--- config.mk ---
export PLATFORM = sky130hd
export DESIGN_NAME = banco_registradores_flat
export DESIGN_NICKNAME = d
export VERILOG_FILES = /design/src/rtl/nrisc_pkg.sv /design/src/rtl/banco_registradores_if.sv /design/src/rtl/placar_pendencias.sv /design/src/rtl/banco_registradores.sv /design/src/flat_wrapper.sv
export SDC_FILE = /design/constraint.sdc
export NUM_CORES = 1
export LEC_CHECK = 0
export CAP_MARGIN = 20
export CORE_MARGIN = 2
export CORE_UTILIZATION = 35
export DETAILED_ROUTE_END_ITERATION = 16
export GPL_TIMING_DRIVEN = 0
export PLACE_DENSITY = 0.56
export RECOVER_POWER = 25
export SETUP_SLACK_MARGIN = 0.02
export SLEW_MARGIN = 15
export SYNTH_ARGS = -nofsm -noshare
export SYNTH_HDL_FRONTEND = slang
export SYNTH_SLANG_ARGS = --single-unit
--- constraint.sdc ---
create_clock -name clock -period 2.5 [get_ports clock]
set_clock_uncertainty 0.15 [all_clocks]
set_input_delay 0.5 -clock clock [delete_from_list [all_inputs] [get_ports clock]]
set_output_delay 0.5 -clock clock [all_outputs]
set_load 0.01 [all_outputs]
--- src/rtl/nrisc_pkg.sv ---
// Shared nRISC datapath types and sizes, used by the register file,
// extensor1p3 and the decoder.
package nrisc_pkg;
  localparam int DATA_W     = 8;
  localparam int REG_ADDR_W = 3;
  localparam int NUM_REGS   = 8;

  typedef logic [DATA_W-1:0]     dado_t;
  typedef logic [REG_ADDR_W-1:0] reg_end_t;
  typedef logic [NUM_REGS-1:0]   pend_t;

  // One-hot mask selecting a single register.
  function automatic pend_t decod_end(input reg_end_t e);
    return pend_t'(1) << e;
  endfunction
endpackage

--- src/rtl/banco_registradores_if.sv ---
// Operand-read, write-back and reserve bus of the nRISC register file.
interface banco_registradores_if;
  import nrisc_pkg::*;

  reg_end_t ra_end;
  reg_end_t rb_end;
  dado_t    ra_dado;
  dado_t    rb_dado;
  logic     esc_en;
  reg_end_t esc_end;
  dado_t    esc_dado;
  logic     res_en;
  reg_end_t res_end;
  logic     stall;
  pend_t    pendentes;

  modport master (
    output ra_end, rb_end, esc_en, esc_end, esc_dado, res_en, res_end,
    input  ra_dado, rb_dado, stall, pendentes
  );

  modport slave (
    input  ra_end, rb_end, esc_en, esc_end, esc_dado, res_en, res_end,
    output ra_dado, rb_dado, stall, pendentes
  );
endinterface

--- src/rtl/placar_pendencias.sv ---
// Pending-register scoreboard and operand stall.
// BANCO_BYPASS_EN: a register written this cycle no longer stalls its reader.
module placar_pendencias
  import nrisc_pkg::*;
(
  input  logic     clock,
  input  logic     reset,
  input  logic     esc_en,
  input  reg_end_t esc_end,
  input  logic     res_en,
  input  reg_end_t res_end,
  input  reg_end_t ra_end,
  input  reg_end_t rb_end,
  output pend_t    pendentes,
  output logic     stall
);

  pend_t pend_q;
  pend_t limpa;
  pend_t marca;
  pend_t pend_vis;

  assign limpa = esc_en ? decod_end(esc_end) : '0;
  assign marca = res_en ? decod_end(res_end) : '0;

  // Set is applied after clear so a new reservation wins over the completing write.
  always_ff @(posedge clock or posedge reset) begin
    if (reset) pend_q <= '0;
    else       pend_q <= (pend_q & ~limpa) | marca;
  end

`ifdef BANCO_BYPASS_EN
  assign pend_vis = pend_q & ~limpa;
`else
  assign pend_vis = pend_q;
`endif

  assign stall     = pend_vis[ra_end] | pend_vis[rb_end];
  assign pendentes = pend_q;

endmodule

--- src/rtl/banco_registradores.sv ---
// nRISC register file: 8x8 array, two combinational read ports, one write-back.
// BANCO_BYPASS_EN: forwards same-cycle write-back data to the read ports.
module banco_registradores
  import nrisc_pkg::*;
(
  input logic                  clock,
  input logic                  reset,
  banco_registradores_if.slave bus
);

  dado_t regs [NUM_REGS];

  always_ff @(posedge clock or posedge reset) begin
    if (reset) begin
      for (int i = 0; i < NUM_REGS; i++) regs[i] <= '0;
    end else if (bus.esc_en) begin
      regs[bus.esc_end] <= bus.esc_dado;
    end
  end

`ifdef BANCO_BYPASS_EN
  assign bus.ra_dado = (bus.esc_en && bus.esc_end == bus.ra_end) ? bus.esc_dado : regs[bus.ra_end];
  assign bus.rb_dado = (bus.esc_en && bus.esc_end == bus.rb_end) ? bus.esc_dado : regs[bus.rb_end];
`else
  assign bus.ra_dado = regs[bus.ra_end];
  assign bus.rb_dado = regs[bus.rb_end];
`endif

  placar_pendencias u_placar (
    .clock     (clock),
    .reset     (reset),
    .esc_en    (bus.esc_en),
    .esc_end   (bus.esc_end),
    .res_en    (bus.res_en),
    .res_end   (bus.res_end),
    .ra_end    (bus.ra_end),
    .rb_end    (bus.rb_end),
    .pendentes (bus.pendentes),
    .stall     (bus.stall)
  );

endmodule

--- src/flat_wrapper.sv ---
// flat-port wrapper written by rule: the top's interface ports become plain ports
module banco_registradores_flat import nrisc_pkg::*;
  (clock, reset, bus_ra_end, bus_rb_end, bus_esc_en, bus_esc_end, bus_esc_dado, bus_res_en, bus_res_end, bus_ra_dado, bus_rb_dado, bus_stall, bus_pendentes);
  banco_registradores_if bus_i ();
  input logic clock;
  input logic reset;
  input wire logic [$bits(bus_i.ra_end)-1:0] bus_ra_end;
  input wire logic [$bits(bus_i.rb_end)-1:0] bus_rb_end;
  input wire logic [$bits(bus_i.esc_en)-1:0] bus_esc_en;
  input wire logic [$bits(bus_i.esc_end)-1:0] bus_esc_end;
  input wire logic [$bits(bus_i.esc_dado)-1:0] bus_esc_dado;
  input wire logic [$bits(bus_i.res_en)-1:0] bus_res_en;
  input wire logic [$bits(bus_i.res_end)-1:0] bus_res_end;
  output wire logic [$bits(bus_i.ra_dado)-1:0] bus_ra_dado;
  output wire logic [$bits(bus_i.rb_dado)-1:0] bus_rb_dado;
  output wire logic [$bits(bus_i.stall)-1:0] bus_stall;
  output wire logic [$bits(bus_i.pendentes)-1:0] bus_pendentes;
  assign bus_i.ra_end = bus_ra_end;
  assign bus_i.rb_end = bus_rb_end;
  assign bus_i.esc_en = bus_esc_en;
  assign bus_i.esc_end = bus_esc_end;
  assign bus_i.esc_dado = bus_esc_dado;
  assign bus_i.res_en = bus_res_en;
  assign bus_i.res_end = bus_res_end;
  assign bus_ra_dado = bus_i.ra_dado;
  assign bus_rb_dado = bus_i.rb_dado;
  assign bus_stall = bus_i.stall;
  assign bus_pendentes = bus_i.pendentes;
  banco_registradores u_core (.clock(clock), .reset(reset), .bus(bus_i));
endmodule
## After elaboration in Yosys (flattened, before gate mapping)

Cells that the tools add are included.

| storage, ports and cells | value |
|---|---|
| bits in registers | 72 |
| bits in latches | 0 |
| memory bits (writable) | 0 |
| memory bits (read-only) | 0 |
| input port bits | 24 |
| output and inout port bits | 25 |
| memories | 0 |

| operators by class | value |
|---|---|
| add/subtract/negate cells | 0 |
| multipliers | 0 |
| div/mod/pow operators | 0 |
| $lt $le $gt $ge | 6 |
| equal/unequal tests | 0 |
| shift-type cells | 2 |
| muxes and demuxes | 15 |
| bitwise operators | 7 |
| reduce and logical (&&, ||, !) cells | 1 |

Operators with widths:

| kind | count |
|---|---|
| bitwise mux 64 bit | 1 |
| 2-to-1 mux 8 bit | 7 |
| binary-select mux 8 bit (select 3 bit) | 2 |
| demux 8 bit (select 3 bit) | 1 |
| << shifter 1 x 3 -> 8 bit (first input constant) | 2 |
| greater-or-equal comparator 4 bit (second input constant) | 3 |
| NOT 3 -> 4 bit | 3 |
| bitwise AND 8 bit | 1 |
| less-than comparator 3 x 4 -> 1 bit (second input constant) | 2 |
| NOT 8 bit | 1 |
| OR 8 bit | 1 |
| binary-select mux 1 bit (select 3 bit) | 2 |
| less-than comparator 4 x 1 -> 1 bit (second input constant) | 1 |
| 2-to-1 mux 1 bit | 2 |
| logical AND 1 bit | 1 |
| OR 1 bit | 1 |

## Longest topological paths before layout

| depth | value |
|---|---|
| word-level depth | 6 |
| mapped depth | 5 |
| gate-level depth less buffers | 3 |

## By module

A second synthesis with hierarchy kept.

| unflattened totals | value |
|---|---|
| cells, all modules | 244 |
| area total of the unflattened synthesis | 4018.9 µm² |

Modules (own cells, without submodules):

| module | times used | cells each | area each (µm²) | sequential area each (µm²) |
|---|---|---|---|---|
| banco_registradores | 1 | 202 | 3543.4 | 1601.5 |
| placar_pendencias | 1 | 42 | 475.5 | 200.2 |

## Worst setup path before layout

OpenSTA, ideal clock, no wires.

| timing | value |
|---|---|
| path kind | input to output |
| from | input port bus_rb_end[1] |
| to | output port bus_rb_dado[0] |
| data arrival time | 1.528 ns |
| setup slack | 0.322 ns |
| stages on the path | 3 |
| path buffers | 1 |
| cell sequence | buf_2 -> mux4_1 -> mux2_2 |

| between the ends | value |
|---|---|
| longest elaborated chain between the ends | 4 |

RTL lines:

| item | line | text |
|---|---|---|
| start: declaration | flat_wrapper.sv:8 | `input wire logic [$bits(bus_i.rb_end)-1:0] bus_rb_end;` |
| NOT 3 -> 4 bit (not written as such) | banco_registradores.sv:26 | `assign bus.rb_dado = regs[bus.rb_end];` |
| binary-select mux 8 bit (select 3 bit) | banco_registradores.sv:26 |  |
| 2-to-1 mux 8 bit (not written as such) (2 in a row) | banco_registradores.sv:26 |  |
| end: declaration | flat_wrapper.sv:15 | `output wire logic [$bits(bus_i.rb_dado)-1:0] bus_rb_dado;` |

Every way passes these cells. The select of a mux whose other input is x is not followed.

## Final worst setup path

| timing | value |
|---|---|
| from | input port bus_rb_end[0] |
| to | output port bus_rb_dado[6] |

The elaborated chain is that of the path after synthesis.

==> flow_summary.json <==
{
  "syn_nets": 261,
  "ys.warnings.count": 0,
  "dpl-instance-area_um2": 4582,
  "synthArstFlopShare_pct": 100.0,
  "syn_to_final_growth_pct": 25.89,
  "cts_tree": "built",
  "synthTopCellsByCount": "mux2_2, dfrtp_1, mux4_1, mux4_2, nand2_1",
  "hold_viol_final": 0,
  "cp_top_family": "multiplexers",
  "end_kind": "output port",
  "fp-row-count": 39,
  "ys_seq_area_share_pct": 45.13,
  "antenna_cells": 0,
  "dp_hpwl_mm": 5.958,
  "drv_cap": 0,
  "final_cells": 446,
  "viasPerCell": 5.448,
  "slew_headroom_pct": 19.83,
  "vias": 2430,
  "setup_viol": 0,
  "cts-root-buf": "clkbuf_16",
  "drive_gt1_share_pct": 46.53,
  "wire_per_inst_um": 21.61,
  "holdWs_ns": 0.3679,
  "cts_hold_buf": 0,
  "cp_cell_sequence": "buf_12, buf_12, mux4_2, mux2_2, dlygate4sd2_1",
  "netlist_top_cells_area": "dfrtp_1, mux2_2, mux4_1",
  "io_buffer_count": 38,
  "grt_usage_pct": 16.29,
  "synth-seq-cells": 72,
  "p_leak_nw": 2.125,
  "post-route-period-util_pct": 97.89,
  "grt_pass1_vias": 2429,
  "post-route-min-period_ns": 2.447,
  "rsz0062_at_grt": "yes",
  "timing.final.ws_setup_ns": 0.05274,
  "power_density_nw_per_um2": 773.5,
  "boundaryPins": 49,
  "cp_max_fo": 10,
  "grt_first_pass_wirelength_mm": 14.98,
  "worst-setup-path-type": "in -> out",
  "die_h_um": 110.8,
  "clockBufferDepth": 2,
  "clk_latency_ns": 0.32,
  "synthFlopType": "dfrtp_1",
  "routed_wl_mm": 9.636,
  "drv_slew": 0,
  "cts_made_buffers": 9,
  "nets": 322,
  "ir_drop_mv": 0.3605,
  "max_stage_delay_ns": 0.48,
  "cp_data_arrival_time_ns": 1.80,
  "synth_top_area_share_pct": 45.13,
  "clock-sinks": 72,
  "post-place-ws_ns": -0.4929,
  "critPathSlowestCell": "mux4_2",
  "clk_pin_slew_ns": 0.06,
  "h-tree-depth": 3,
  "gp_congestion": 0.7519,
  "start_kind": "input port",
  "status": "complete, no violations",
  "drt_iter0_markers": 91,
  "core_um2": 11270,
  "hold_class": "reg -> reg",
  "synth_area_per_cell_um2": 16.85,
  "post-place-cells": 419,
  "grt_max_degree": 50,
  "grt-ovfl-total": 0,
  "syn_inst": 237,
  "yosys.area.top_type": "dfrtp_1",
  "nFillCells": 1035,
  "synth_edf_count": 0,
  "final_area_um2": 5026,
  "antenna_found_initial": 0,
  "timing.fmax_mhz": 408.6,
  "initial_core_util_pct": 35.42,
  "worstPathRequired_ns": 1.85,
  "path_common_cell": "buf_12",
  "die_w_um": 110.8,
  "synth.distinct_cells": 23,
  "crit_buf_inv": 3,
  "die_area_um2": 12280,
  "ant_nets": 0,
  "dr.pass1.iters": 4,
  "setup_tns_ns": 0,
  "drc": 0,
  "syn-cell-area_um2": 3993,
  "worstMarginPinSlew_ns": 1.196,
  "synth_most_common_cell": "mux2_2"
}
## placed cells by master, fill, tap and decap left out, types with 3 or more instances in the layout
| master | instances |
|---|---|
| nand4b_1 | 3 |
| nand2_1 | 8 |
| clkdlybuf4s50_1 | 20 |
| nand2b_1 | 3 |
| dlygate4sd2_1 | 14 |
| clkbuf_16 | 9 |
| buf_4 | 9 |
| mux2_2 | 80 |
| inv_1 | 4 |
| o21ai_0 | 4 |
| mux4_1 | 21 |
| clkdlybuf4s15_1 | 3 |
| buf_12 | 7 |
| buf_2 | 3 |
| dfrtp_1 | 72 |
| mux4_2 | 15 |
## per-stage QoR
stage	power, mW	utilization (%)
after global placement	2.614	40.38
after floorplan	2.238	-
after global routing	4.088	44.59
final	3.888	44.59
after CTS	3.900	44.27
after detailed placement	2.647	40.65
## power breakdown
group          switching [mW]  total, mW  internal, mW
Clock                   0.479       1.28         0.802
Combinational           0.347       1.01         0.661
Sequential              0.177       1.60          1.42
Total                    1.00       3.89          2.88
## logic make-up after synthesis
kind of cell           synth area share [%]
DFF                                   45.13
and+or+nand+nor                       4.137
AOI/OAI and AO/OA                     1.254
buffers and inverters                 3.478
muxes                                 46.00
## layer usage
layer / share of wire [%] / global-route usage, %
met5: 0 / 0
met4: 2.0 / 5.333
met3: 3.6 / 2.406
met2: 46 / 24.74
met1: 48 / 24.13
## path summary, 6_finish.rpt
check	start	end	slack, ns	cells after the start
max	bus_rb_end[0]	bus_rb_dado[6]	0.05	5
min reg2reg	u_core.regs[48]	u_core.regs[48]	0.37	1
min	u_core.regs[48]	u_core.regs[48]	0.37	1
max in group asynchronous	reset	u_core.u_placar.pendentes[3]	0.73	3
min in group asynchronous	reset	u_core.regs[23]	0.72	2
max reg2reg	u_core.regs[23]	u_core.regs[23]	1.46	2
## area by class of cell
cell class              count  area [µm²]  share of cell area [%]
well taps                 143       178.9                   3.560
flip-flops and latches     72        1802                   35.85
plain buffers              14       188.9                   3.759
clock inverters             4       53.80                   1.070
repair buffers             50       510.5                   10.16
multi-input cells         146        2026                   40.30
clock buffers              12       246.5                   4.904
inverters                   5       20.02                  0.3983
## sequential cells by signal, summed over array words and instances (netlist names)
signal,cells
u_core.u_placar.pendentes,8
u_core.regs,64
## repair_timing
action	in CTS	in global routing
setup endpoints to repair	17	8
gates resized for setup	34	11
gates cloned	1	0
buffers inserted	6	4
Power figures use the tool's default switching activity.
